<file path="src/rtl/ft600_bus_responder.sv">
// FT600 245-style synchronous FIFO bus, device side.
// Plays the chip end of the bus so the FPGA-side controller can be
// exercised in loopback or on-board self-test without the real part.
// Downstream FIFO: host words pushed on the stream side, served on FPGA reads.
// Upstream FIFO: FPGA bus writes captured, drained on the stream side.

// Simple synchronous FIFO with exposed occupancy and next-state occupancy.
// Callers gate push/pop so that push-at-full and pop-at-empty never occur.
module ft600_resp_fifo #(
    parameter int W          = 16,
    parameter int DEPTH_LOG2 = 4
) (
    input  logic                  clk,
    input  logic                  rst_n,
    input  logic                  push,
    input  logic                  pop,
    input  logic [W-1:0]          wdata,
    output logic [W-1:0]          rdata,
    output logic [DEPTH_LOG2:0]   count,
    output logic [DEPTH_LOG2:0]   count_next
);
    localparam int DEPTH = 1 << DEPTH_LOG2;

    logic [W-1:0]            mem [DEPTH];
    logic [DEPTH_LOG2-1:0]   wr_ptr;
    logic [DEPTH_LOG2-1:0]   rd_ptr;

    // Head word is read combinationally so it is valid the cycle after a pop.
    assign rdata = mem[rd_ptr];

    // Occupancy after this edge; simultaneous push and pop leave it unchanged.
    always_comb begin
        count_next = count;
        if (push && !pop)
            count_next = count + 1'b1;
        else if (!push && pop)
            count_next = count - 1'b1;
    end

    // Storage array carries no reset: contents are meaningless once pointers clear.
    always_ff @(posedge clk) begin
        if (push)
            mem[wr_ptr] <= wdata;
    end

    // Pointers wrap naturally modulo depth; count tracks occupancy.
    always_ff @(posedge clk or negedge rst_n) begin
        if (!rst_n) begin
            wr_ptr <= '0;
            rd_ptr <= '0;
            count  <= '0;
        end else begin
            if (push)
                wr_ptr <= wr_ptr + 1'b1;
            if (pop)
                rd_ptr <= rd_ptr + 1'b1;
            count <= count_next;
        end
    end
endmodule

module ft600_bus_responder #(
    parameter int DOWN_DEPTH_LOG2 = 4,
    parameter int UP_DEPTH_LOG2   = 4
) (
    input  logic        clk,
    input  logic        rst_n,
    // downstream stream (host -> FPGA)
    input  logic [15:0] down_data,
    input  logic        down_valid,
    output logic        down_ready,
    // upstream stream (FPGA -> host)
    output logic [15:0] up_data,
    output logic [1:0]  up_be,
    output logic        up_valid,
    input  logic        up_ready,
    // FT600 bus
    input  logic [15:0] ft_data_i,
    input  logic [1:0]  ft_be_i,
    output logic [15:0] ft_data_o,
    output logic [1:0]  ft_be_o,
    output logic        ft_data_oe,
    output logic        ft_txe,
    output logic        ft_rxf,
    input  logic        ft_oe,
    input  logic        ft_rd,
    input  logic        ft_wr,
    // sticky protocol errors
    output logic        err_overrun,
    output logic        err_underrun,
    output logic        err_contention
);
    localparam int DOWN_DEPTH = 1 << DOWN_DEPTH_LOG2;
    localparam int UP_DEPTH   = 1 << UP_DEPTH_LOG2;

    typedef struct packed {
        logic [1:0]  be;
        logic [15:0] data;
    } up_entry_t;

    logic [DOWN_DEPTH_LOG2:0] down_count;
    logic [DOWN_DEPTH_LOG2:0] down_count_next;
    logic [UP_DEPTH_LOG2:0]   up_count;
    logic [UP_DEPTH_LOG2:0]   up_count_next;

    logic      down_push;
    logic      down_pop;
    logic      up_push;
    logic      up_pop;
    up_entry_t up_wentry;
    up_entry_t up_rentry;

    logic rd_strobe;
    logic wr_strobe;
    logic bus_driving;

    // Bus strobes are active low; decode them once.
    assign rd_strobe   = !ft_rd;
    assign wr_strobe   = !ft_wr;
    assign bus_driving = !ft_oe;

    // Transfers qualify only against the registered flags the FPGA actually sees.
    // A write while the FPGA has asked us to drive is contention and is dropped.
    assign down_push = down_valid && down_ready;
    assign down_pop  = bus_driving && rd_strobe && !ft_rxf;
    assign up_push   = wr_strobe && !ft_txe && !bus_driving;
    assign up_pop    = up_valid && up_ready;

    assign up_wentry = '{be: ft_be_i, data: ft_data_i};

    ft600_resp_fifo #(
        .W          (16),
        .DEPTH_LOG2 (DOWN_DEPTH_LOG2)
    ) u_down_fifo (
        .clk        (clk),
        .rst_n      (rst_n),
        .push       (down_push),
        .pop        (down_pop),
        .wdata      (down_data),
        .rdata      (ft_data_o),
        .count      (down_count),
        .count_next (down_count_next)
    );

    ft600_resp_fifo #(
        .W          ($bits(up_entry_t)),
        .DEPTH_LOG2 (UP_DEPTH_LOG2)
    ) u_up_fifo (
        .clk        (clk),
        .rst_n      (rst_n),
        .push       (up_push),
        .pop        (up_pop),
        .wdata      (up_wentry),
        .rdata      (up_rentry),
        .count      (up_count),
        .count_next (up_count_next)
    );

    assign up_data    = up_rentry.data;
    assign up_be      = up_rentry.be;
    assign up_valid   = (up_count != '0);

    // Read data is always full-word; the pads drive only while the FPGA asks.
    assign ft_be_o    = 2'b11;
    assign ft_data_oe = bus_driving;

    // Bus flags and down_ready come from next-state counts so a pop of the
    // last word raises ft_rxf on that same edge. down_ready is held low in
    // reset and rises on the first edge after release.
    always_ff @(posedge clk or negedge rst_n) begin
        if (!rst_n) begin
            ft_txe     <= 1'b1;
            ft_rxf     <= 1'b1;
            down_ready <= 1'b0;
        end else begin
            ft_txe     <= (up_count_next == (UP_DEPTH_LOG2+1)'(UP_DEPTH));
            ft_rxf     <= (down_count_next == '0);
            down_ready <= (down_count_next != (DOWN_DEPTH_LOG2+1)'(DOWN_DEPTH));
        end
    end

    // Sticky protocol error flags; only reset clears them.
    always_ff @(posedge clk or negedge rst_n) begin
        if (!rst_n) begin
            err_overrun    <= 1'b0;
            err_underrun   <= 1'b0;
            err_contention <= 1'b0;
        end else begin
            if (wr_strobe && ft_txe)
                err_overrun <= 1'b1;
            if (rd_strobe && bus_driving && ft_rxf)
                err_underrun <= 1'b1;
            if (wr_strobe && bus_driving)
                err_contention <= 1'b1;
        end
    end
endmodule

</file>
<file path="config.mk">
export PLATFORM = sky130hd
export DESIGN_NAME = ft600_bus_responder
export DESIGN_NICKNAME = d
export VERILOG_FILES = /design/src/rtl/ft600_bus_responder.sv
export SDC_FILE = /design/constraint.sdc
export NUM_CORES = 1
export LEC_CHECK = 0
export CAP_MARGIN = 5
export CORE_UTILIZATION = 63
export CTS_BUF_LIST = sky130_fd_sc_hd__clkbuf_8
export DETAILED_ROUTE_END_ITERATION = 8
export PLACE_DENSITY = 0.83
export SLEW_MARGIN = 10
export SYNTH_ARGS = -nofsm -noshare
export SYNTH_HDL_FRONTEND = slang
export SYNTH_HIERARCHICAL = 1
export SYNTH_SLANG_ARGS = --single-unit
</file>
<file path="constraint.sdc">
create_clock -name clk -period 3.1 [get_ports clk]
set_input_delay 0.93 -clock clk [delete_from_list [all_inputs] [get_ports clk]]
set_output_delay 0.93 -clock clk [all_outputs]
set_load 0.02 [all_outputs]
</file>
==> metrics.md, run 1 <==
| Metric | Value |
|---|---|
| DP HPWL | 28.8 mm |
| Slew headroom | 0.575 |
| Data required, critical path | 2.17 ns |
| Vias in the first global route | 12800 |
| Layout area overhead | 21.6% |
| Worst-margin pin slew | 0.635 ns |
| Hold Crit Class | flop to flop |
| Hold WS | 0.458 ns |
| Min-Delay Path Depth | 1 |
| First-pass GRT wire length | 79.5 mm |
| DRT iter0 DRCs | 1423 |
| Area leader, netlist | edfxtp_1 |
| Mapped Avg Cell Area | 21.5 um2 |
| Setup TNS | -10.47 ns |
| Final worst slack | -0.412 ns |
| Placed Cells | 1614 |
| I/O Pins | 85 |
| Final hold vios | 0 |
| Die height | 190 um |
| WHS Endpoint | err_overrun |
| Vias per cell | 6.67 |
| Hold_buf cts | 0 |
| Die Wd | 190 um |
| Core area | 0.0346 mm2 |
| P_leak | 0.00903 uW |
| Worst skew pair latency | 0.66 ns |
| Clock root buffer | clkbuf_8 |
| Seq/Total Area, Yosys | 0.773 |
| Max Buffers Root-to-Sink | 3 |
| Layout cells sized above 1 | 0.383 |
| F_max | 285 MHz |
| Worst R2R Start | u_up_fifo/count[0] |
| RD Place Congestion | 0.781 |
| Row count | 68 |
| Largest net degree at the start of global routing | 39 |
| DRC violations left | 0 |
| Critical Path Sink Type | output pin |
| Vias | 12000 |
| Crit path arrival time | 2.58 ns |
| Synth unique cells | 34 |
| CTS Buf Count | 86 |
| Max-slew violations | 0 |
| Final WL | 55.0 mm |
| Starting Density | 0.640 |
| DRT antenna net count | 0 |
| TritonCTS clock tree | yes |
| H-tree Lvls | 3 |
| Yosys Warn Count | 6 |
| R2r endpoint | ft_txe |
| Failing checks | negative setup slack |
| Synth top area cells | edfxtp_1, mux4_2, dfrtp_1 |
| Gr ovfl total | 0 |
| Synth top area share | 0.737 |
| Final setup violation count | 34 |
| Number of fill cells | 1527 |
| Post-DR wirelength/cell | 30.6 um |
| Power Dens Cells | 944 mW/mm2 |
| Initial antenna violation count | 2 |
| Drt pass-1 iters | 5 |
| Unrepaired setup endpoints after global routing | true |
| Max Cap Viol | 0 |
| Run status | finished with violations |
| All-Layer GR Usage | 0.315 |
| Period minus WS final | 3.51 ns |
| Final worst-path cycle share | 1.13 |
| IO Port Bufs | 82 |
| Setup CP Type | flop to output pin |
| Worst VDD drop | 0.685 mV |
| Synthesized instance count | 1031 |
| Clock Skew | 0.0362 ns |
| Register-to-register setup slack | 1.02 ns |
| Die area | 0.0360 mm2 |
| Post-route non-filler standard cell count | 1799 |
| Clock sinks | 576 |
| Yosys reg bits | 576 |
| Nets | 1334 |
| Worst Hold Launch | err_overrun |
| CP startpoint kind | flop |
| Critical Path Fanout Max | 8 |
| Netlist Area Pre-Place | 0.0222 mm2 |
| Clock-pin slew on the worst setup and hold paths | 0.08 ns |
| R2R depth | 7 |
==> worst max-delay path by stage <==
stage / startpoint / to / slack, ns / cells after the start
after global routing: u_up_fifo/rd_ptr[0] / up_data[2] / -0.46 / 7
after floorplan: down_valid / u_down_fifo/mem[2][0] / 0.03 / 4
after global placement: u_down_fifo/rd_ptr[0] / ft_data_o[13] / 0.006 / 5
final: u_down_fifo/rd_ptr[0] / ft_data_o[2] / -0.41 / 7
after detailed placement: u_up_fifo/rd_ptr[0] / up_data[8] / -0.14 / 6
after CTS: u_up_fifo/rd_ptr[0] / up_data[8] / -0.41 / 7
==> critical path, cell delays in order (launching register included) <==
cell	delay, ns
dfrtp_4	0.51
buf_6	0.14
buf_6	0.12
buf_12	0.14
mux4_2	0.54
a22oi_2	0.20
nand2_1	0.09
buf_4	0.17
==> cell type report <==
type / instances / area [um2] / share of cell area
multi-input combinational: 392 / 5120 / 0.190
sequential: 576 / 17100 / 0.636
clock buffer: 88 / 1210 / 0.0449
tap: 455 / 569 / 0.0211
timing repair buffer: 213 / 2530 / 0.0940
antenna: 1 / 2.50 / 0.0000928
clock inverter: 64 / 339 / 0.0126
inverter: 10 / 37.5 / 0.00139
==> routing by layer <==
metal	global-route usage	part of all wire
met4	0.154	0.041
met5	0	0.00022
met1	0.410	0.35
met2	0.505	0.50
met3	0.0769	0.11
==> cell usage in the layout, fill, tap and decap left out, drive strengths merged, types with 16 or more instances in the layout <==
| cell type | netlist | layout |
|---|---|---|
| inv | 10 | 41 |
| clkbuf | 25 | 88 |
| dfrtp | 30 | 30 |
| clkdlybuf4s50 | 0 | 48 |
| edfxtp | 544 | 544 |
| nand2 | 54 | 54 |
| a22oi | 72 | 72 |
| nor2 | 36 | 36 |
| buf | 29 | 164 |
| clkinv | 0 | 27 |
| mux4 | 136 | 136 |
| xnor2 | 16 | 16 |
==> sequential cells by signal, indices dropped and copies added, names as in the netlist, 4 cells and up <==
register and flops:
u_down_fifo/count 5, u_down_fifo/mem 256, u_down_fifo/rd_ptr 4, u_down_fifo/wr_ptr 4, u_up_fifo/count 5, u_up_fifo/mem 288
u_up_fifo/rd_ptr 4, u_up_fifo/wr_ptr 4
==> cells in the mapped netlist (all sizes together) <==
cell type and instances:
and4b 2, conb 1, nand2b 10, mux4 136
nor3b 2, buf 29, dfrtp 30, nand2 54
nor2b 11, xor2 4, a21boi 1, o21bai 1
dfstp 2, a22oi 72, nand4 4, a21o 2
clkbuf 25, edfxtp 544, nor4 2, mux2 4
and2 6, nor3 7, inv 10, nor2 36
a21oi 2, ha 14, o21ai 2, a32oi 2
xnor2 16
==> cell families (layout without fill, tap and decap cells) <==
logic type | after synthesis | count (layout) | share of synthesized area
adders and majority gates | 14 | 14 | 0.00790
and+or+nand+nor | 134 | 134 | 0.0280
other | 1 | 3 | 0.000169
DFF | 576 | 576 | 0.773
AOI/OAI and AO/OA | 82 | 82 | 0.0274
buffers and inverters | 64 | 375 | 0.0157
xor gates and xnor gates | 20 | 20 | 0.00790
muxes | 140 | 140 | 0.140
==> what timing repair did <==
item,in CTS,in global routing
pin swaps,51,29
gates resized for setup,269,44
buffers inserted,25,7
setup endpoints to repair,34,34
cloned,6,0
==> through the flow <==
| step | total power (uW) | utilization | cell area [um2] | setup WS [ns] |
|---|---|---|---|---|
| final | 25500 | 0.779 | 27000 | -0.412 |
| after global routing | 26300 | 0.779 | 27000 | -0.456 |
| after CTS | 24800 | 0.774 | 26800 | -0.414 |
| after detailed placement | 18000 | 0.710 | 24600 | -0.135 |
| after floorplan | 14600 | - | 22200 | 0.0303 |
| after global placement | 17700 | 0.710 | 24600 | 0.00575 |
==> report_power, final <==
group / switching [uW] / internal (uW)
Clock: 2890 / 2880
Combinational: 5000 / 4920
Sequential: 486 / 9290
(Power assumes the default switching activity.)
==> run 2, diff against run 1 <==
TNS_END_PERCENT = 50   (was not set)
==> run 2 against run 1 <==
The flow still finishes with violations (negative setup slack). Maximum frequency is 2.5% higher. Wire length is 3.7% lower. Final area shrank 0.88%. Largest power group is now registers. Sequential power about the same. Non-clock buffer count fell by 33. Register-to-register slack got worse by 0.07 ns. Critical path depth unchanged.
==> metrics.md, run 2 (synthesis gave the netlist of run 1 again) <==
| Metric | Value |
|---|---|
| Run status | finished with violations |
| Failing checks | negative setup slack |
| Bufs and invs on worst path | 4 |
| IO Port Bufs | 82 |
| All-Layer GR Usage | 0.303 |
| Hold Crit Class | flop to flop |
| Critical Path Fanout Max | 8 |
| Max Buffers Root-to-Sink | 3 |
| Worst skew pair latency | 0.64 ns |
| Largest net degree at the start of global routing | 36 |
| Critical path's slowest cell | dfrtp_4 |
| TritonCTS clock tree | yes |
| Commonest non-fill, non-tap cell in the layout | edfxtp_1 |
| Final worst-path cycle share | 1.11 |
| Nets | 1302 |
| F_max | 292 MHz |
| Post-layout instance area | 0.0267 mm2 |
| Clock Skew | 0.0362 ns |
| DRT antenna net count | 0 |
| Top flop regs | u_up_fifo/mem (288), u_down_fifo/mem (256) |
| Max-slew violations | 0 |
| Vias per cell | 6.58 |
| P_leak | 0.00890 uW |
| Starting Density | 0.640 |
| Top Family by Delay on Critical Path | buffers and inverters |
| Post-DR wirelength/cell | 29.9 um |
| Clock root buffer | clkbuf_8 |
| Data required, critical path | 2.17 ns |
| Critical Path Sink Type | output pin |
| Period minus WS final | 3.43 ns |
| DRC violations left | 0 |
| Power Dens Cells | 932 mW/mm2 |
| Worst VDD drop | 0.618 mV |
| Max reg flops | 288 |
| Tot Pwr | 24900 uW |
| Crit path arrival time | 2.50 ns |
| DP Area | 0.0244 mm2 |
| Number of fill cells | 1633 |
| Setup TNS | -8.23 ns |
| Layout area overhead | 20.5% |
| DP HPWL | 27.8 mm |
| Vias | 11700 |
| I/O Pins | 85 |
| H-tree Lvls | 3 |
| Clock-pin slew on the worst setup and hold paths | 0.06 ns |
| CP startpoint kind | flop |
| Core Util, Final | 0.772 |
| Core area | 0.0346 mm2 |
| Die Wd | 190 um |
| Die area | 0.0360 mm2 |
| Biggest register | u_up_fifo/mem |
| Slew headroom | 0.601 |
| First-pass GRT wire length | 77.1 mm |
| CP peak stage delay | 0.51 ns |
| Worst path most repeated cell | buf_12 |
| Initial antenna violation count | 1 |
| Setup CP Type | flop to output pin |
| Final worst slack | -0.326 ns |
| Row count | 68 |
| Final setup violation count | 34 |
| Drt pass-1 iters | 5 |
| DRT iter0 DRCs | 1218 |
| Max Cap Viol | 0 |
| CTS Buf Count | 87 |
| Unrepaired setup endpoints after global routing | true |
| Layout cells sized above 1 | 0.367 |
| Vias in the first global route | 12500 |
| Gr ovfl total | 0 |
| Die height | 190 um |
| Worst-margin pin slew | 0.593 ns |
| Most frequent cells in the layout | edfxtp_1, mux4_2, clkbuf_8 |
| RD Place Congestion | 0.760 |
| Final WL | 53.0 mm |
| CP cell instances | buf_12 -> buf_4 -> buf_12 -> mux4_2 -> a22oi_2 -> nand2_2 -> buf_6 |
| Hold_buf cts | 0 |
| Hold WS | 0.468 ns |
| Final hold vios | 0 |
| Clock sinks | 576 |
==> run 2: changes by cell type in the layout (fill, tap and decap cells not counted), sizes merged <==
| cell | previous run | this run |
|---|---|---|
| buf | 164 | 132 |
| clkinv | 27 | 23 |
| dlygate4sd2 | 1 | 0 |
| inv | 41 | 49 |
==> run 2: power by group <==
group	total, uW	internal (uW)	switching (uW)
logic	9400	4550	4850
clock network	5750	2890	2860
registers	9760	9290	468
total	24900	16700	8170
==> run 2: layer usage <==
| layer | up-vias | wire (um) | GRT usage |
|---|---|---|---|
| li1 | 4702 | - | - |
| met3 | 133 | 5120 | 0.0662 |
| met4 | 0 | 1630 | 0.126 |
| met1 | 6011 | 17900 | 0.371 |
| met5 | - | 0 | 0 |
| met2 | 805 | 28400 | 0.527 |
==> run 2: path summary, 6_finish.rpt <==
| path | start | endpoint | slack [ns] | cells after the start |
|---|---|---|---|---|
| worst max-delay path | u_up_fifo/rd_ptr[0] | up_be[1] | -0.33 | 7 |
| worst min-delay path | err_overrun | err_overrun | 0.47 | 1 |
| worst max register to register | u_up_fifo/count[0] | ft_txe | 0.95 | 7 |
| worst min register to register | err_overrun | err_overrun | 0.47 | 1 |
| max in group asynchronous | rst_n | ft_txe | 2.03 | 2 |
| min in group asynchronous | rst_n | err_underrun | 0.71 | 2 |
==> run 2: final cells by class <==
cell class                 count  area (um2)  area share
timing repair buffer         180        2290      0.0857
sequential                   576       17100       0.642
multi-input combinational    392        5110       0.191
tap                          455         569      0.0213
inverter                      10        37.5     0.00140
antenna                        1        2.50   0.0000936
clock inverter                68         360      0.0135
clock buffer                  88        1210      0.0453
==> run 2: per-stage QoR <==
step / worst slack, ns / instances
3_5_place_dp: -0.0601 / 1586
3_3_place_gp: -0.0229 / 1586
5_1_grt: -0.403 / 1770
4_1_cts: -0.317 / 1767
6_report: -0.326 / 1770
2_1_floorplan: -0.334 / 1032
==> run 2: repair_timing <==
| item | in CTS | in global routing |
|---|---|---|
| pin swaps | 34 | 21 |
| gates resized for setup | 240 | 46 |
| setup buffers | 18 | 6 |
| endpoints found under the setup margin | 34 | 34 |
| gates cloned | 9 | 0 |
